[config.mk]
export PLATFORM = sky130hd
export DESIGN_NAME = imem_encoder
export DESIGN_NICKNAME = d
export VERILOG_FILES = /design/src/rtl/legv8_pkg.sv /design/src/rtl/instr_encode.sv /design/src/rtl/imem_encoder.sv
export SDC_FILE = /design/constraint.sdc
export NUM_CORES = 1
export LEC_CHECK = 0
export CORE_MARGIN = 4
export CORE_UTILIZATION = 25
export DETAILED_ROUTE_END_ITERATION = 16
export PLACE_DENSITY = 0.62
export SLEW_MARGIN = 10
export SYNTH_ARGS = -nofsm -noshare
export SYNTH_HDL_FRONTEND = slang
export SYNTH_SLANG_ARGS = --single-unit
[constraint.sdc]
create_clock -name clk -period 1.7 [get_ports clk]
set_input_delay 0.34 -clock clk [delete_from_list [all_inputs] [get_ports clk]]
set_output_delay 0.34 -clock clk [all_outputs]
set_load 0.02 [all_outputs]
[src/rtl/legv8_pkg.sv]
// ---------------------------------------------------------------------------
// legv8_pkg
// Shared LEGv8 definitions: the 3-bit instruction-kind code carried on the
// encoder's in_op port, the opcode fields the main decoder recognises, and
// the loader FSM state type.
// ---------------------------------------------------------------------------
package legv8_pkg;

  // Instruction kind presented on in_op. Code 3'd7 is unused and is treated
  // as an invalid bundle.
  typedef enum logic [2:0] {
    OP_LDUR = 3'd0,
    OP_STUR = 3'd1,
    OP_CBZ  = 3'd2,
    OP_ADD  = 3'd3,
    OP_SUB  = 3'd4,
    OP_AND  = 3'd5,
    OP_ORR  = 3'd6,
    OP_INV  = 3'd7
  } instr_kind_e;

  // R-format and D-format opcodes occupy instruction bits [31:21].
  localparam logic [10:0] OPC_ADD  = 11'b10001011000;
  localparam logic [10:0] OPC_SUB  = 11'b11001011000;
  localparam logic [10:0] OPC_AND  = 11'b10001010000;
  localparam logic [10:0] OPC_ORR  = 11'b10101010000;
  localparam logic [10:0] OPC_LDUR = 11'b11111000010;
  localparam logic [10:0] OPC_STUR = 11'b11111000000;

  // CB-format opcode occupies instruction bits [31:24].
  localparam logic [7:0]  OPC_CBZ  = 8'b10110100;

  // Loader session states.
  typedef enum logic [1:0] {
    ST_IDLE  = 2'd0,
    ST_LOAD  = 2'd1,
    ST_FLUSH = 2'd2,
    ST_DONE  = 2'd3
  } enc_state_e;

endpackage

[src/rtl/instr_encode.sv]
// ---------------------------------------------------------------------------
// instr_encode
// Purely combinational packer: turns one decoded field bundle into a 32-bit
// LEGv8 R/D/CB-format word and flags whether the instruction kind is valid.
// Ports:
//   op    in  3   instruction kind (legv8_pkg::instr_kind_e code)
//   rd    in  5   Rd (R-format) or Rt (D/CB-format)
//   rn    in  5   Rn (ignored for CB-format)
//   rm    in  5   Rm (R-format only)
//   imm   in  19  D: [8:0] DT_address, CB: [18:0] CondBr_address
//   word  out 32  packed instruction (zero when op is invalid)
//   valid out 1   op is one of the seven supported kinds
// ---------------------------------------------------------------------------
module instr_encode
  import legv8_pkg::*;
(
  input  logic [2:0]  op,
  input  logic [4:0]  rd,
  input  logic [4:0]  rn,
  input  logic [4:0]  rm,
  input  logic [18:0] imm,
  output logic [31:0] word,
  output logic        valid
);

  // NOTE: every output of an always_comb block gets a default before the
  // case so no path leaves it unassigned (which would infer a latch).
  always_comb begin
    word  = '0;
    valid = 1'b1;
    case (op)
      OP_ADD:  word = {OPC_ADD, rm, 6'b0, rn, rd};
      OP_SUB:  word = {OPC_SUB, rm, 6'b0, rn, rd};
      OP_AND:  word = {OPC_AND, rm, 6'b0, rn, rd};
      OP_ORR:  word = {OPC_ORR, rm, 6'b0, rn, rd};
      // D-format: op2 field is fixed at 2'b00; upper imm bits are dropped.
      OP_LDUR: word = {OPC_LDUR, imm[8:0], 2'b00, rn, rd};
      OP_STUR: word = {OPC_STUR, imm[8:0], 2'b00, rn, rd};
      // CB-format has no Rn; rn and rm are don't-cares here.
      OP_CBZ:  word = {OPC_CBZ, imm, rd};
      default: valid = 1'b0;
    endcase
  end

endmodule

[src/rtl/imem_encoder.sv]
// ---------------------------------------------------------------------------
// imem_encoder
// Sequential instruction loader. After a start pulse it accepts field
// bundles on a valid/ready stream, encodes each one and writes the words to
// consecutive instruction-memory addresses through a registered write port.
// Ports:
//   clk        in  1         rising-edge clock
//   reset      in  1         asynchronous active-low reset
//   start      in  1         begins a load session (honoured only when idle)
//   in_valid   in  1         field bundle valid
//   in_ready   out 1         bundle accepted this cycle when in_valid is high
//   in_op      in  3         instruction kind
//   in_rd      in  5         Rd / Rt
//   in_rn      in  5         Rn
//   in_rm      in  5         Rm
//   in_imm     in  19        immediate field source
//   in_last    in  1         final bundle of the session
//   mem_we     out 1         instruction-memory write strobe
//   mem_addr   out ADDR_W    write word address
//   mem_wdata  out 32        encoded instruction
//   busy       out 1         session in progress
//   done       out 1         one-cycle end-of-session pulse
//   err        out 1         sticky invalid-op / overflow flag, cleared by start
//   count      out ADDR_W+1  words written in current or last session
// ---------------------------------------------------------------------------
module imem_encoder
  import legv8_pkg::*;
#(
  parameter int          ADDR_W    = 6,
  parameter int unsigned BASE_ADDR = 0
) (
  input  logic              clk,
  input  logic              reset,
  input  logic              start,
  input  logic              in_valid,
  output logic              in_ready,
  input  logic [2:0]        in_op,
  input  logic [4:0]        in_rd,
  input  logic [4:0]        in_rn,
  input  logic [4:0]        in_rm,
  input  logic [18:0]       in_imm,
  input  logic              in_last,
  output logic              mem_we,
  output logic [ADDR_W-1:0] mem_addr,
  output logic [31:0]       mem_wdata,
  output logic              busy,
  output logic              done,
  output logic              err,
  output logic [ADDR_W:0]   count
);

  localparam logic [ADDR_W-1:0] BASE    = ADDR_W'(BASE_ADDR);
  localparam logic [ADDR_W-1:0] PTR_MAX = '1;
  localparam logic [ADDR_W:0]   CNT_MAX = {1'b1, {ADDR_W{1'b0}}};

  enc_state_e        state_q, state_d;
  logic [ADDR_W-1:0] ptr_q, ptr_d;
  logic              mem_we_q, mem_we_d;
  logic [ADDR_W-1:0] mem_addr_q, mem_addr_d;
  logic [31:0]       mem_wdata_q, mem_wdata_d;
  logic              err_q, err_d;
  logic [ADDR_W:0]   count_q, count_d;

  logic [31:0]       enc_word;
  logic              enc_valid;
  logic              hs;

  instr_encode u_encode (
    .op    (in_op),
    .rd    (in_rd),
    .rn    (in_rn),
    .rm    (in_rm),
    .imm   (in_imm),
    .word  (enc_word),
    .valid (enc_valid)
  );

  assign in_ready = (state_q == ST_LOAD);
  assign hs       = in_valid & in_ready;

  always_comb begin
    state_d     = state_q;
    ptr_d       = ptr_q;
    mem_we_d    = 1'b0;
    mem_addr_d  = mem_addr_q;
    mem_wdata_d = mem_wdata_q;
    err_d       = err_q;
    count_d     = count_q;

    // count trails the write strobe by one cycle and never passes capacity.
    if (mem_we_q && (count_q != CNT_MAX)) begin
      count_d = count_q + 1'b1;
    end

    case (state_q)
      ST_IDLE: begin
        if (start) begin
          state_d = ST_LOAD;
          ptr_d   = BASE;
          err_d   = 1'b0;
          count_d = '0;
        end
      end
      ST_LOAD: begin
        if (hs) begin
          if (enc_valid) begin
            mem_we_d    = 1'b1;
            mem_addr_d  = ptr_q;
            mem_wdata_d = enc_word;
            ptr_d       = ptr_q + 1'b1;
            // Writing the top word with more bundles still to come would
            // wrap onto the start of the program: stop the session instead.
            if ((ptr_q == PTR_MAX) && !in_last) begin
              err_d   = 1'b1;
              state_d = ST_FLUSH;
            end
          end else begin
            // Invalid kinds are consumed but never written.
            err_d = 1'b1;
          end
          if (in_last) begin
            state_d = ST_FLUSH;
          end
        end
      end
      // The last accepted word is on the write port during this cycle.
      ST_FLUSH: state_d = ST_DONE;
      ST_DONE:  state_d = ST_IDLE;
      default:  state_d = ST_IDLE;
    endcase
  end

  // NOTE: sequential state uses non-blocking assignments so every flop
  // samples its pre-edge value, independent of statement order.
  always_ff @(posedge clk or negedge reset) begin
    if (!reset) begin
      state_q     <= ST_IDLE;
      ptr_q       <= BASE;
      mem_we_q    <= 1'b0;
      mem_addr_q  <= BASE;
      mem_wdata_q <= '0;
      err_q       <= 1'b0;
      count_q     <= '0;
    end else begin
      state_q     <= state_d;
      ptr_q       <= ptr_d;
      mem_we_q    <= mem_we_d;
      mem_addr_q  <= mem_addr_d;
      mem_wdata_q <= mem_wdata_d;
      err_q       <= err_d;
      count_q     <= count_d;
    end
  end

  assign mem_we    = mem_we_q;
  assign mem_addr  = mem_addr_q;
  assign mem_wdata = mem_wdata_q;
  assign err       = err_q;
  assign count     = count_q;
  assign busy      = (state_q != ST_IDLE);
  assign done      = (state_q == ST_DONE);

endmodule

## Word level (Yosys, flattened, before mapping)

Cells that the tools add are included.

| operators by class | value |
|---|---|
| eq/ne operators | 17 |
| bitwise logic cells | 1 |
| $add $sub $neg | 2 |
| reduce and logical (&&, ||, !) cells | 12 |
| multiplexer cells | 23 |

Operator list:

| kind | number |
|---|---|
| case mux 32 bit (7 select lines) | 1 |
| 2-to-1 mux 7 bit | 3 |
| 2-to-1 mux 6 bit | 3 |
| case mux 6 bit (2 select lines) | 1 |
| AND reduction 4 bit | 3 |
| 2-to-1 mux 2 bit | 5 |
| equality test 3 bit (second input constant) | 3 |
| 2-to-1 mux 1 bit | 8 |
| case mux 2 bit (4 select lines) | 1 |
| adder 7 x 1 -> 7 bit (second input constant) | 1 |
| inequality test 7 bit (second input constant) | 1 |
| OR reduction 7 bit | 1 |
| adder 6 x 1 -> 6 bit (second input constant) | 1 |
| equality test 3 x 2 -> 1 bit (second input constant) | 2 |
| equality test 6 bit (second input constant) | 1 |
| inequality test 3 x 1 -> 1 bit (second input constant) | 2 |
| equality test 2 bit (second input constant) | 2 |
| inequality test 2 x 1 -> 1 bit (second input constant) | 2 |
| nonzero test 2 bit | 2 |
| equality test 3 x 1 -> 1 bit (second input constant) | 1 |
| logical NOT 3 bit | 1 |
| inequality test 3 x 2 -> 1 bit (second input constant) | 1 |
| AND reduction 3 bit | 1 |
| equality test 2 x 1 -> 1 bit (second input constant) | 1 |
| other kinds (6) | 7 |

| storage, ports and cells | value |
|---|---|
| input port bits | 42 |
| flip-flop bits (word level) | 55 |
| output and inout port bits | 50 |

## Logic depth before layout (Yosys ltp)

| depth | value |
|---|---|
| word-level depth | 7 |
| gate-level depth with buffers | 9 |
| depth with buffers taken out | 6 |

## Hierarchy

Synthesis repeated with hierarchy kept, for this count alone.

| unflattened totals | value |
|---|---|
| cells, all modules | 327 |
| area, all modules | 2,862.7 µm² |

Modules (own cells, without submodules):

| module | area each (µm²) | cells an instance | seq. area each (µm²) | times used |
|---|---|---|---|---|
| imem_encoder | 2,349.8 | 253 | 1,376.3 | 1 |
| instr_encode | 513.0 | 74 | 0.0 | 1 |

## Least setup slack after synthesis

Ideal clock, no wire load.

| timing | value |
|---|---|
| path type | register to register |
| start | register state_q[1] |
| end | register ptr_q[5] |
| required time | 1.623 ns |
| setup slack | -0.175 ns |
| cell stages (with the launch flop) | 8 |
| buffers on the path | 1 |
| arrival | 1.797 ns |
| cells stage by stage | dfrtp_1 -> inv_1 -> ha_1 -> buf_6 -> mux2_4 -> nand3_4 -> or4_1 -> a21oi_1 |

| on the way | value |
|---|---|
| word-level cells in the longest chain between the ends | 4 |
| elaborated cells on any way between the ends | 9 |
| classes of those cells | eq/ne (4); mux (1); bitwise (1); reduce/logical (3) |

RTL lines:

| item | RTL line | text |
|---|---|---|
| from (decl) | imem_encoder.sv:56 | `enc_state_e state_q, state_d;` |
| from (signal assigned) | imem_encoder.sv:145 | `state_q <= state_d;` |
| equality test 2 x 1 -> 1 bit * | imem_encoder.sv:78 | `assign in_ready = (state_q == ST_LOAD);` |
| net in_ready | imem_encoder.sv:36 | `output logic in_ready,` |
| bitwise AND 1 bit | imem_encoder.sv:79 | `assign hs = in_valid & in_ready;` |
| inequality test 2 x 1 -> 1 bit (no line) | - |  |
| AND reduction 4 bit (no line) | - |  |
| to (signal assigned) | imem_encoder.sv:146 | `ptr_q <= ptr_d;` |
| to (decl) | imem_encoder.sv:57 | `logic [ADDR_W-1:0] ptr_q, ptr_d;` |

Mark *: on every way through the listed nets, which the timed path passes. The rest lies on a longest branch.
A chain may end at the register's enable or synchronous reset.

## Worst setup path after layout

| timing | value |
|---|---|
| start | register state_q[0] |
| end | register ptr_q[5] |

| on the way | value |
|---|---|
| word-level cells in the longest chain between the ends | 4 |
| elaborated cells on any way between the ends | 9 |
| classes of those cells | eq/ne (4); mux (1); bitwise (1); reduce/logical (3) |

RTL lines:

| item | RTL line |
|---|---|
| equality test 2 x 1 -> 1 bit | imem_encoder.sv:78, imem_encoder.sv:95 |
| bitwise AND 1 bit | imem_encoder.sv:79 |
| inequality test 2 x 1 -> 1 bit (no line) | - |
| AND reduction 4 bit (no line) | - |

Several ways; a longest one is shown, not always the timed one.

==> summary.txt <==
status: complete, no violations
Leak Pwr: 1.973 nW
RSZ-0062 raised after global routing: true
commonest non-fill, non-tap cell in the layout: clkdlybuf4s50_1
Syn Nets: 315
first-pass GRT wire length: 11.92 mm
dpl cells: 520
CP required: 1940 ps
adder-cell share of the synthesized area: 0.03337
Worst Setup SP: state_q[0]
Post-synth EDFFs: 0
Post-Syn Area: 2625 µm²
initial antenna violation count: 0
fmax: 600.3 MHz
Post-synth ARST share: 1.000
Unique masters post-synth: 49
vias post-DR: 2371
CP max stage cell: or4_4
xor-xnor portion of the synthesized cell area: 0.03003
setup tns final: 0 ps
non-filler cells in the finished layout: 529
row cnt: 37
die height: 110.5 µm
Max-Cap Viols: 0
min Tclk post-route: 1666 ps
Relative slew margins: 0.6244
antenna fix cells: 0
area grow syn2layout: 57.86%
Syn Area/Cell: 9.868 µm²
Max Root-Sink Buffers: 2
Die Area: 12200 µm²
final WL: 7.371 mm
largest family of logic cells by synthesized area: simple AND/OR/NAND/NOR gates
drt pass-1 iters: 4
final-report setup violation count: 0
Post-CTS Hold Fix Bufs: 0
Fin Clk Skew: 5.469 ps
nets: 441
power per cell area: 1418 nW/µm²
Synth area leaders: dfrtp_1, nand2_1, ha_1, nor2_1, xor2_1
TritonCTS sink count: 55
critical path class: flop to flop
pin slew with the least headroom to its limit: 561.3 ps
sequential-to-total area share from yosys stat: 0.5243
crit share post-route: 0.9800
commonest cells after routing, fill and taps aside: clkdlybuf4s50_1, nand2_1, dfrtp_1
DR vias/cell: 4.482
remaining antenna violation count: 0
grt total ovfl: 0
htree depth: 2
CTS tree: yes
clock buffer count from CTS: 5
Most used DFF post-synth: dfrtp_1
Worst-path clk slew: 90 ps
Top Ports: 92
Final Hold Violating Endpoints: 0
total core area: 10280 µm²
die width: 110.5 µm
Initial Util: 0.2554
vias in the first global route: 2462
Syn Inst Count: 266
fraction of the mapped netlist area in simple logic gates: 0.2126
Peak supply drop: 0.6025 mV
Total GRT Usage: 0.1166
Setup crit end kind: flop
DRC viols: 0
largest net degree at the start of global routing: 56
worst skew pair latency: 310 ps
hold crit path type: input port to asynchronous set/reset pin
share of the synthesized area in the top cell type: 0.5243
Max Transition Viols Final: 0
CTS root buf: clkbuf_8
Synth Warn #: 0
mux contribution to synthesized area: 0.01764
Worst Path Arrival: 1910 ps
Avg WL per Cell: 13.93 µm
cells along the critical path: buf_6, ha_4, mux2_4, nand3_4, or4_4, a21oi_2
worst r2r src: state_q[0]
layout cell share with drive strength beyond 1: 0.1756
area leader, netlist: dfrtp_1
CP Launch Type: flop
# port buffers: 91
Seq cells post-synth: 55
Max stage delay on crit path: 490 ps
DRT iter0 DRCs: 77
DP HPWL: 5.696 mm
Compound-Gate Fraction of Synth Area: 0.1454
RePlAce Congestion: 0.8231
CP max FO: 7
[sequential cells by signal (all words and copies together), names as in the netlist]
name and cells:
count 7, ptr_q 6, err 1, mem_wdata 32, mem_addr 6, mem_we 1, state_q 2
[area by class of cell]
type / instances / area, µm²
multi-input cells: 190 / 1234
inverters: 7 / 26.28
clock buffers: 6 / 72.57
repair buffers: 133 / 1252
fillers: 1040 / 6133
clock inverters: 2 / 12.51
well taps: 136 / 170.2
flip-flops and latches: 55 / 1376
[critical path, delay by kind of cell, from the launching register on]
| kind | cells | cell delay [ps] |
|---|---|---|
| AND/OR/NAND/NOR | 2 | 550 |
| flip-flops | 1 | 410 |
| adder cells (fa/ha/maj) | 1 | 180 |
| multiplexers | 1 | 220 |
| AO/OA/AOI/OAI | 1 | 120 |
| buffers and inverters | 1 | 130 |
[repair_timing]
| action | in CTS | in global routing |
|---|---|---|
| resized for setup | 15 | 16 |
| buffers inserted | 1 | 0 |
| setup endpoints to repair | 10 | 16 |
| pin swaps | 4 | 3 |
[synthesized netlist by cell type, types with 3 or more instances]
| cell type | number |
|---|---|
| dfrtp_1 | 55 |
| o21bai_1 | 5 |
| nand3_1 | 8 |
| a311oi_1 | 5 |
| ha_1 | 7 |
| nand2b_1 | 3 |
| a21o_1 | 7 |
| nand4_1 | 6 |
| nand2_1 | 60 |
| a221o_1 | 5 |
| o22ai_1 | 5 |
| o21ai_0 | 5 |
| inv_1 | 6 |
| and3_1 | 7 |
| xor2_1 | 7 |
| nor2_1 | 21 |
| clkbuf_1 | 6 |
| a221oi_1 | 4 |
| a21oi_1 | 4 |
| buf_2 | 5 |
[power breakdown]
group          total, W  switching (W)  internal [W]
Combinational   0.00313        0.00155       0.00157
Clock          0.000713       0.000424      0.000289
Sequential      0.00203       0.000275       0.00176
Total           0.00587        0.00225       0.00362
[worst paths after layout]
| kind | endpoint | slack (ps) | cells past startpoint |
|---|---|---|---|
| max | ptr_q[5] | 30 | 6 |
| max reg2reg | ptr_q[5] | 30 | 6 |
| min | mem_wdata[3] | 20 | 2 |
| min reg2reg | mem_wdata[21] | 480 | 2 |
| max in group asynchronous | state_q[1] | 1430 | 2 |
| min in group clk | mem_wdata[21] | 480 | 2 |
[metal layers]
layer / vias to the layer above / routed length [µm] / GRT usage
met2: 74 / 3559 / 0.2019
met4: 0 / 74 / 0.02791
met5: - / 0 / 0
li1: 1178 / - / -
met1: 1110 / 3305 / 0.1437
met3: 9 / 432 / 0.03233
[cell families after synthesis]
kind of cell	count (synthesis)
fa+ha+maj	7
compound gates	51
mux	4
xor+xnor	9
flops	55
buf+inv	21
simple gates	119
[through the flow]
step           cell area, µm²  total power (W)  utilization  hold WS, ps  setup slack, ps
4_1_cts                  4088         0.005924       0.3977        31.51           -21.22
3_5_place_dp             3981         0.005180       0.3874        367.1           -230.9
3_3_place_gp             3981         0.005116       0.3874        366.1           -190.6
2_1_floorplan            2638         0.003596            -        44.41            3.980
6_report                 4144         0.005874       0.4032        15.23            34.08
5_1_grt                  4144         0.006254       0.4032        30.15           -11.64
No activity file was read; power rests on OpenSTA's default activity.
